<file path="src/rtl/instr_fetch_unit_if.sv">
// Signal bundle of the fetch unit: execute redirect, instruction-memory bus and decode handshake.
// The fetch unit connects through the master modport; the environment uses the slave modport.
interface instr_fetch_unit_if;
  logic        ip_redirect;
  logic [31:0] ip_redirect_addr;
  logic        op_imem_req;
  logic [31:0] op_imem_addr;
  logic        ip_imem_gnt;
  logic        ip_imem_rvalid;
  logic [31:0] ip_imem_rdata;
  logic        op_instr_valid;
  logic        ip_instr_ready;
  logic [31:0] op_instr;
  logic [31:0] op_instr_pc;
  logic        op_misaligned;

  modport master (
    input  ip_redirect, ip_redirect_addr, ip_imem_gnt, ip_imem_rvalid, ip_imem_rdata,
           ip_instr_ready,
    output op_imem_req, op_imem_addr, op_instr_valid, op_instr, op_instr_pc, op_misaligned
  );

  modport slave (
    output ip_redirect, ip_redirect_addr, ip_imem_gnt, ip_imem_rvalid, ip_imem_rdata,
           ip_instr_ready,
    input  op_imem_req, op_imem_addr, op_instr_valid, op_instr, op_instr_pc, op_misaligned
  );
endinterface

</file>
<file path="src/rtl/instr_fetch_unit.sv">
// RV32 instruction fetch front end: owns the PC, issues word fetches, buffers responses in an
// in-order FIFO for decode and redirects on execute's branch decisions, dropping wrong-path data.
module instr_fetch_unit #(
  parameter logic [31:0] RESET_PC   = 32'h0000_0000,
  parameter int unsigned FIFO_DEPTH = 4
) (
  input logic                ip_clk,
  input logic                ip_rst_n,
  instr_fetch_unit_if.master bus
);

  localparam int unsigned PTR_W = $clog2(FIFO_DEPTH);
  localparam int unsigned CNT_W = $clog2(FIFO_DEPTH + 1);
  localparam int unsigned SUM_W = CNT_W + 1;

  typedef enum logic [1:0] {
    ST_FETCH   = 2'd0,
    ST_DISCARD = 2'd1,
    ST_HALT    = 2'd2
  } state_e;

  state_e           state_q, state_d;
  logic             run_q;
  logic [31:0]      pc_q, pc_d;
  logic [CNT_W-1:0] out_q, out_d;
  logic [CNT_W-1:0] disc_q, disc_d;
  logic [CNT_W-1:0] cnt_q, cnt_d;
  logic [PTR_W-1:0] wr_q, wr_d, rd_q, rd_d;
  logic [PTR_W-1:0] tw_q, tw_d, tr_q, tr_d;

  logic [31:0] instr_mem [FIFO_DEPTH];
  logic [31:0] ipc_mem   [FIFO_DEPTH];
  logic [31:0] tag_mem   [FIFO_DEPTH];

  logic req, misaligned, room, head_vld;
  logic issue, resp, stale, push, pop;

  function automatic logic [PTR_W-1:0] ptr_inc(input logic [PTR_W-1:0] p);
    return (p == PTR_W'(FIFO_DEPTH - 1)) ? '0 : p + PTR_W'(1);
  endfunction

  // Requests in flight plus buffered entries never exceed the FIFO, so a response always fits.
  assign room     = ({1'b0, out_q} + {1'b0, cnt_q}) < SUM_W'(FIFO_DEPTH);
  assign head_vld = (cnt_q != '0);
  assign issue    = req & bus.ip_imem_gnt;
  assign resp     = bus.ip_imem_rvalid & (out_q != '0);
  assign stale    = bus.ip_redirect | (disc_q != '0);
  assign push     = resp & ~stale;
  assign pop      = bus.op_instr_valid & bus.ip_instr_ready;

  always_comb begin
    out_d = out_q + CNT_W'(issue) - CNT_W'(resp);

    pc_d = pc_q;
    if (bus.ip_redirect)
      pc_d = bus.ip_redirect_addr;
    else if (issue)
      pc_d = pc_q + 32'd4;

    // Everything still in flight after a redirect edge belongs to the wrong path.
    disc_d = disc_q;
    if (bus.ip_redirect)
      disc_d = out_d;
    else if (resp && (disc_q != '0))
      disc_d = disc_q - CNT_W'(1);

    wr_d  = push ? ptr_inc(wr_q) : wr_q;
    rd_d  = bus.ip_redirect ? wr_q : (pop ? ptr_inc(rd_q) : rd_q);
    cnt_d = bus.ip_redirect ? '0 : (cnt_q + CNT_W'(push) - CNT_W'(pop));
    tw_d  = issue ? ptr_inc(tw_q) : tw_q;
    tr_d  = resp ? ptr_inc(tr_q) : tr_q;
  end

  always_ff @(posedge ip_clk or negedge ip_rst_n) begin
    if (!ip_rst_n) begin
      run_q  <= 1'b0;
      pc_q   <= RESET_PC;
      out_q  <= '0;
      disc_q <= '0;
      cnt_q  <= '0;
      wr_q   <= '0;
      rd_q   <= '0;
      tw_q   <= '0;
      tr_q   <= '0;
    end else begin
      run_q  <= 1'b1;
      pc_q   <= pc_d;
      out_q  <= out_d;
      disc_q <= disc_d;
      cnt_q  <= cnt_d;
      wr_q   <= wr_d;
      rd_q   <= rd_d;
      tw_q   <= tw_d;
      tr_q   <= tr_d;
    end
  end

  // Storage carries no reset; the occupancy count decides what is meaningful.
  always_ff @(posedge ip_clk) begin
    if (issue)
      tag_mem[tw_q] <= pc_q;
    if (push) begin
      instr_mem[wr_q] <= bus.ip_imem_rdata;
      ipc_mem[wr_q]   <= tag_mem[tr_q];
    end
  end

  always_ff @(posedge ip_clk or negedge ip_rst_n) begin
    if (!ip_rst_n)
      state_q <= ST_FETCH;
    else
      state_q <= state_d;
  end

  always_comb begin
    state_d = state_q;
    if (bus.ip_redirect) begin
      if (bus.ip_redirect_addr[1:0] != 2'b00)
        state_d = ST_HALT;
      else if (out_d != '0)
        state_d = ST_DISCARD;
      else
        state_d = ST_FETCH;
    end else if ((state_q == ST_DISCARD) && (disc_d == '0)) begin
      state_d = ST_FETCH;
    end
  end

  always_comb begin
    req        = 1'b0;
    misaligned = 1'b0;
    case (state_q)
      ST_FETCH: req        = run_q & room;
      ST_HALT:  misaligned = 1'b1;
      default:  req        = 1'b0;
    endcase
  end

  assign bus.op_imem_req    = req;
  assign bus.op_imem_addr   = pc_q;
  assign bus.op_misaligned  = misaligned;
  assign bus.op_instr_valid = head_vld & ~bus.ip_redirect;
  assign bus.op_instr       = head_vld ? instr_mem[rd_q] : 32'h0;
  assign bus.op_instr_pc    = head_vld ? ipc_mem[rd_q] : 32'h0;

endmodule
</file>
<file path="src/flat_wrapper.sv">
// flat-port wrapper written by rule: the top's interface ports become plain ports
module instr_fetch_unit_flat 
#(
  parameter logic [31:0] RESET_PC   = 32'h0000_0000,
  parameter int unsigned FIFO_DEPTH = 4
)
  (ip_clk, ip_rst_n, bus_ip_redirect, bus_ip_redirect_addr, bus_ip_imem_gnt, bus_ip_imem_rvalid, bus_ip_imem_rdata, bus_ip_instr_ready, bus_op_imem_req, bus_op_imem_addr, bus_op_instr_valid, bus_op_instr, bus_op_instr_pc, bus_op_misaligned);
  instr_fetch_unit_if bus_i ();
  input logic ip_clk;
  input logic ip_rst_n;
  input wire logic [$bits(bus_i.ip_redirect)-1:0] bus_ip_redirect;
  input wire logic [$bits(bus_i.ip_redirect_addr)-1:0] bus_ip_redirect_addr;
  input wire logic [$bits(bus_i.ip_imem_gnt)-1:0] bus_ip_imem_gnt;
  input wire logic [$bits(bus_i.ip_imem_rvalid)-1:0] bus_ip_imem_rvalid;
  input wire logic [$bits(bus_i.ip_imem_rdata)-1:0] bus_ip_imem_rdata;
  input wire logic [$bits(bus_i.ip_instr_ready)-1:0] bus_ip_instr_ready;
  output wire logic [$bits(bus_i.op_imem_req)-1:0] bus_op_imem_req;
  output wire logic [$bits(bus_i.op_imem_addr)-1:0] bus_op_imem_addr;
  output wire logic [$bits(bus_i.op_instr_valid)-1:0] bus_op_instr_valid;
  output wire logic [$bits(bus_i.op_instr)-1:0] bus_op_instr;
  output wire logic [$bits(bus_i.op_instr_pc)-1:0] bus_op_instr_pc;
  output wire logic [$bits(bus_i.op_misaligned)-1:0] bus_op_misaligned;
  assign bus_i.ip_redirect = bus_ip_redirect;
  assign bus_i.ip_redirect_addr = bus_ip_redirect_addr;
  assign bus_i.ip_imem_gnt = bus_ip_imem_gnt;
  assign bus_i.ip_imem_rvalid = bus_ip_imem_rvalid;
  assign bus_i.ip_imem_rdata = bus_ip_imem_rdata;
  assign bus_i.ip_instr_ready = bus_ip_instr_ready;
  assign bus_op_imem_req = bus_i.op_imem_req;
  assign bus_op_imem_addr = bus_i.op_imem_addr;
  assign bus_op_instr_valid = bus_i.op_instr_valid;
  assign bus_op_instr = bus_i.op_instr;
  assign bus_op_instr_pc = bus_i.op_instr_pc;
  assign bus_op_misaligned = bus_i.op_misaligned;
  instr_fetch_unit #(.RESET_PC(RESET_PC), .FIFO_DEPTH(FIFO_DEPTH)) u_core (.ip_clk(ip_clk), .ip_rst_n(ip_rst_n), .bus(bus_i));
endmodule
</file>
<file path="config.mk">
export PLATFORM = sky130hd
export DESIGN_NAME = instr_fetch_unit_flat
export DESIGN_NICKNAME = d
export VERILOG_FILES = /design/src/rtl/instr_fetch_unit_if.sv /design/src/rtl/instr_fetch_unit.sv /design/src/flat_wrapper.sv
export SDC_FILE = /design/constraint.sdc
export NUM_CORES = 1
export LEC_CHECK = 0
export ABC_AREA = 1
export CAP_MARGIN = 20
export CELL_PAD_IN_SITES_DETAIL_PLACEMENT = 0
export CELL_PAD_IN_SITES_GLOBAL_PLACEMENT = 2
export CORE_MARGIN = 4
export CORE_UTILIZATION = 42
export CTS_CLUSTER_DIAMETER = 30
export DETAILED_ROUTE_END_ITERATION = 10
export PLACE_DENSITY = 0.83
export SLEW_MARGIN = 20
export SYNTH_ARGS = -nofsm -noshare
export SYNTH_HDL_FRONTEND = slang
export SYNTH_SLANG_ARGS = --single-unit
export TNS_END_PERCENT = 30
</file>
<file path="constraint.sdc">
create_clock -name ip_clk -period 9.1 [get_ports ip_clk]
set_input_delay 1.365 -clock ip_clk [delete_from_list [all_inputs] [get_ports ip_clk]]
set_output_delay 1.365 -clock ip_clk [all_outputs]
set_load 0.05 [all_outputs]
</file>
* After elaboration in Yosys (flattened, before gate mapping)
Memories as Yosys holds them, arrays and structs flattened.
Index checks and enable logic that the tools add are counted.
** Storage, ports and cells
- RAM bits :: 384
- Output and inout bits :: 99
- Register bits :: 52
- Memories :: 3
** Memories
- u_core.instr_mem :: depth 4, bits a word 32, read ports 1, clocked after memory_dff 0, wr ports 1, RTL line instr_fetch_unit.sv:31 : logic [31:0] instr_mem [FIFO_DEPTH];
- u_core.ipc_mem :: depth 4, bits a word 32, read ports 1, clocked after memory_dff 0, wr ports 1, RTL line instr_fetch_unit.sv:32 : logic [31:0] ipc_mem [FIFO_DEPTH];
- u_core.tag_mem :: depth 4, bits a word 32, read ports 1, clocked after memory_dff 0, wr ports 1, RTL line instr_fetch_unit.sv:33 : logic [31:0] tag_mem [FIFO_DEPTH];
** Operators by class
- $add $sub $neg :: 11
- Multiplexer cells :: 23
- Equality and inequality tests :: 6
- Order comparisons :: 1
- Reductions and logical operators :: 12
- Bitwise operators :: 9
** Operators with widths (number)
- $mux W32 :: 4
- $add A32 B3 Y32 const B :: 1
- $mux W2 :: 9
- $reduce_bool A3 Y1 :: 4
- $eq A2 B2 Y1 const B :: 5
- $mux W3 :: 3
- $add A2 B1 Y2 const B :: 4
- $reduce_bool A2 Y1 :: 4
- $mux W1 :: 7
- $add A3 B1 Y3 :: 2
- $and A1 B1 Y1 :: 6
- $sub A3 B1 Y3 :: 2
- $add A3 B3 Y4 :: 1
- $lt A4 B3 Y1 const B :: 1
- $logic_not A3 Y1 :: 1
- $sub A3 B1 Y3 const B :: 1
- $eq A2 B1 Y1 const B :: 1
- $logic_and A1 B1 Y1 :: 2
- $logic_not A2 Y1 :: 1
- $not A1 Y1 :: 2
- $or A1 B1 Y1 :: 1

* Logic depth before layout (Yosys ltp)
- Depth in word-level cells :: 12
- Depth in mapped cells :: 17
- Gate-level depth less buffers :: 17

* Least setup slack after synthesis
OpenSTA, ideal clock, no wires.
- Kind :: input -> register
- From :: in bus_ip_imem_rvalid
- To :: mem u_core.instr_mem[0][0], enable pin
- Stages :: 4
- Arrival time :: 4.473 ns
- Data required time :: 8.614 ns
- Library setup time :: 0.486 ns
- Path slack :: 4.141 ns
- Cells stage by stage :: nand2_1 nor3_2 inv_1 nor2_1
** On the way
- Word-level cells in the longest chain between the ends :: 4
** Ends and longest elaborated chain
- from (decl) :: RTL line flat_wrapper.sv:14 : input wire logic [$bits(bus_i.ip_imem_rvalid)-1:0] bus_ip_imem_rvalid;
- $and A1 B1 Y1 :: RTL line instr_fetch_unit.sv:46 : assign resp = bus.ip_imem_rvalid & (out_q != '0);
- $and A1 B1 Y1 :: RTL line instr_fetch_unit.sv:48 : assign push = resp & ~stale;
- named net u_core.push :: RTL line instr_fetch_unit.sv:36 : logic issue, resp, stale, push, pop;
- $mux W1 :: RTL line instr_fetch_unit.sv:102 : if (push) begin
- $mux W1 (not written as such) :: RTL line instr_fetch_unit.sv:103 : instr_mem[wr_q] <= bus.ip_imem_rdata;
- to (decl) :: RTL line instr_fetch_unit.sv:31
The timed path passes the listed nets, and every way through them passes these cells.

* Worst setup path in the final report
- From :: reg u_core.rd_q[0]
- To :: out bus_op_instr_pc[30]
** On the way
- Word-level cells in the longest chain between the ends :: 2
** Ends and longest elaborated chain
- from (decl) :: RTL line instr_fetch_unit.sv:28 : logic [PTR_W-1:0] wr_q, wr_d, rd_q, rd_d;
- from (signal assigned) :: RTL line instr_fetch_unit.sv:92 : rd_q <= rd_d;
- $mem_v2 Z4 W32
- $mux W32 :: RTL line instr_fetch_unit.sv:144 : assign bus.op_instr_pc = head_vld ? ipc_mem[rd_q] : 32'h0;
- to (decl) :: RTL line flat_wrapper.sv:21 : output wire logic [$bits(bus_i.op_instr_pc)-1:0] bus_op_instr_pc;
No other way between the ends.

==> impl_metrics.toml <==
[setup_path]
start_kind = "register"
worst_r2r_path_depth = 7
critPathCaptureType = "output pin"
crit_slowest_cell = "clkdlybuf4s50_1"
path_cells = "inv_2 -> buf_4 -> o21ai_0 -> a21oi_1 -> clkdlybuf4s50_1"
reg2reg_from = "u_core.disc_q[0]"
crit_buf_inv = 3
criticalPathCategory = "reg -> out"
arrival_ns = 3.91
r2r_end = "u_core.ipc_mem[3][23]"
crit_fanout = 104
r2r_slack_ns = 6.03
slowest_delay_ns = 0.86
critPathTopFamily = "buffers and inverters"
crit_required_ns = 7.74

[detailed_routing]
top_layer = "met4"
wl_met2_um = 20200
first_pass_iters = 5
drtIter0Drc = 688
drc = 0
wl_met3_um = 2120
drt-met1-wl_um = 19200
totalWireLength_um = 42400
via_per_inst = 5.05
ant_nets = 0
vias = 12000
wire_per_inst_um = 17.8

[sta]
tightest_slew_ns = 1.05
worst_slack_ns = 3.83
slew_headroom_pct = 30.2
period_needed_ns = 5.27
period_share_pct = 57.9
hold_violations = 0
setup_viol = 0
fin_worst_skew_ns = 0.0198
setup_tns_ns = 0
fmax_mhz = 190
hold_ws_ns = 0.574
grt_setup_unrepaired = "no"
slew_violations = 0

[clock_tree]
cts_hold_buf = 0
cts_tree = "done"
clock_latency_ns = 0.59
htreeDepth = 3
path_clk_slew_ns = 0.05
root_buffer = "clkbuf_16"
cts_resized = 0
clock_sinks = 436
cts_setup_buffers = 0
cts_made_buffers = 91
clock_tree.buffer_depth = 3

[layout]
mostFrequentLayoutCell = "edfxtp_1"
drive_above_1_share_pct = 11.6
fin_util_pct = 55.3
antenna_cells = 0
area_growth_pct = 29.2
finalInstanceArea_mm2 = 0.0234
fin_cells = 2379
nNetsFinal = 1855
layout_common_cells = "384 x edfxtp_1, 356 x nor2_1, 210 x o21ai_0"

[yosys]
netlist.area_leader.share_pct = 63.8
ys_types = 36
syn_inst = 1563
synth_nets = 1654
ys_seq_area_share_pct = 71.0
yosysTopAreaCell = "edfxtp_1"
syn-cell-area_mm2 = 0.0181
yosys-top-cells-area = "edfxtp_1 64%, nor2_1 7.6%, dfrtp_1 7.2%"
yosysWarningCount = 0
syn_avg_cell_area_um2 = 11.6
synth-seq-cells = 436

[hold_path]
min_to = "u_core.tag_mem[0][1]"
hold_depth = 0
hp-start = "u_core.bus.op_imem_addr[1]"
hold_path.class = "reg -> reg"

[floorplan]
die_h_um = 215
rows = 75
pin_count = 169
die_w_um = 215
core_mm2 = 0.0422
fp.dieArea_mm2 = 0.0464
initial_utilization_pct = 42.8

[power_and_ir_drop]
power_mw = 8.24
max-vdd-ir-drop_v = 0.000154
p_per_area_mw_per_mm2 = 353
leakage_nw = 8.36

[global_routing]
grt_pass1_wl_um = 66300
antenna_found_initial = 0
grt-ovfl-total = 0
grt_pass1_vias = 12200
grt.total_usage_pct = 18.0
grt_max_degree = 105

[run_status]
status = "completed"

[job]
maxCapViolations = 0

[place]
place_congestion = 0.784
numPortBuffers = 168
place_inst = 2209
hpwlAfterDp_um = 23800
place_area_mm2 = 0.0203
dp_slack_ns = 4.40
==> sequential cells by signal, summed over array words and instances (netlist names) <==
name / cells
u_core.tw_q: 2
u_core.ipc_mem: 128
u_core.cnt_q: 3
u_core.state_q: 2
u_core.wr_q: 2
u_core.out_q: 3
u_core.tr_q: 2
u_core.tag_mem: 128
u_core.instr_mem: 128
u_core.disc_q: 3
u_core.run_q: 1
u_core.bus.op_imem_addr: 32
u_core.rd_q: 2
==> per-layer routing <==
metal | vias up | track usage [%]
met5 | - | 0
met4 | 0 | 6.21
met3 | 58 | 4.01
met2 | 279 | 29.9
met1 | 5788 | 23.7
li1 | 5883 | -
==> final cells by class <==
| class | count | area [um2] |
|---|---|---|
| Inverter | 89 | 337 |
| Fill cell | 3544 | 18900 |
| Timing Repair Buffer | 187 | 1820 |
| Multi-Input combinational cell | 959 | 4620 |
| Tap cell | 539 | 674 |
| Sequential cell | 436 | 12800 |
| Clock buffer | 100 | 2350 |
| Clock inverter | 69 | 703 |
==> Yosys cell counts (all sizes together) <==
| cell type | count |
|---|---|
| clkbuf | 39 |
| buf | 40 |
| fa | 2 |
| ha | 19 |
| clkinv | 1 |
| conb | 1 |
| o21ai | 213 |
| nor2 | 373 |
| edfxtp | 384 |
| nand2 | 162 |
| a21oi | 67 |
| o21bai | 1 |
| nand4 | 8 |
| o211ai | 12 |
| xnor2 | 5 |
| a31oi | 1 |
| dfrtp | 52 |
| nor3 | 10 |
| o22ai | 32 |
| o311ai | 1 |
| inv | 88 |
| nand3 | 36 |
| a22oi | 1 |
| xor2 | 14 |
| or2 | 1 |
==> power by group <==
part / switching, mW / internal [mW] / leakage, nW / total, mW
logic: 1.78 / 0.710 / 2.82 / 2.49
registers: 0.115 / 2.43 / 4.09 / 2.54
clock network: 1.05 / 2.16 / 1.46 / 3.21
==> cells by family after synthesis <==
group / Yosys count / share of synthesized area (%)
simple gates: 590 / 13.3
flops: 436 / 71.0
compound gates: 328 / 9.52
buf+inv: 168 / 3.72
fa+ha+maj: 21 / 1.54
xor+xnor: 19 / 0.920
other cells: 1 / 0.0207
==> how the worst max path moves through the flow <==
stage | startpoint | end | cells past startpoint
global route | u_core.rd_q[0] | bus_op_instr_pc[17] | 5
CTS | u_core.rd_q[0] | bus_op_instr_pc[17] | 5
finish | u_core.rd_q[0] | bus_op_instr_pc[30] | 5
floorplan | bus_ip_imem_rvalid | u_core.instr_mem[0][0] | 4
detailed placement | u_core.rd_q[0] | bus_op_instr_pc[17] | 5
global placement | u_core.rd_q[0] | bus_op_instr_pc[17] | 5
Power figures use the tool's default switching activity.
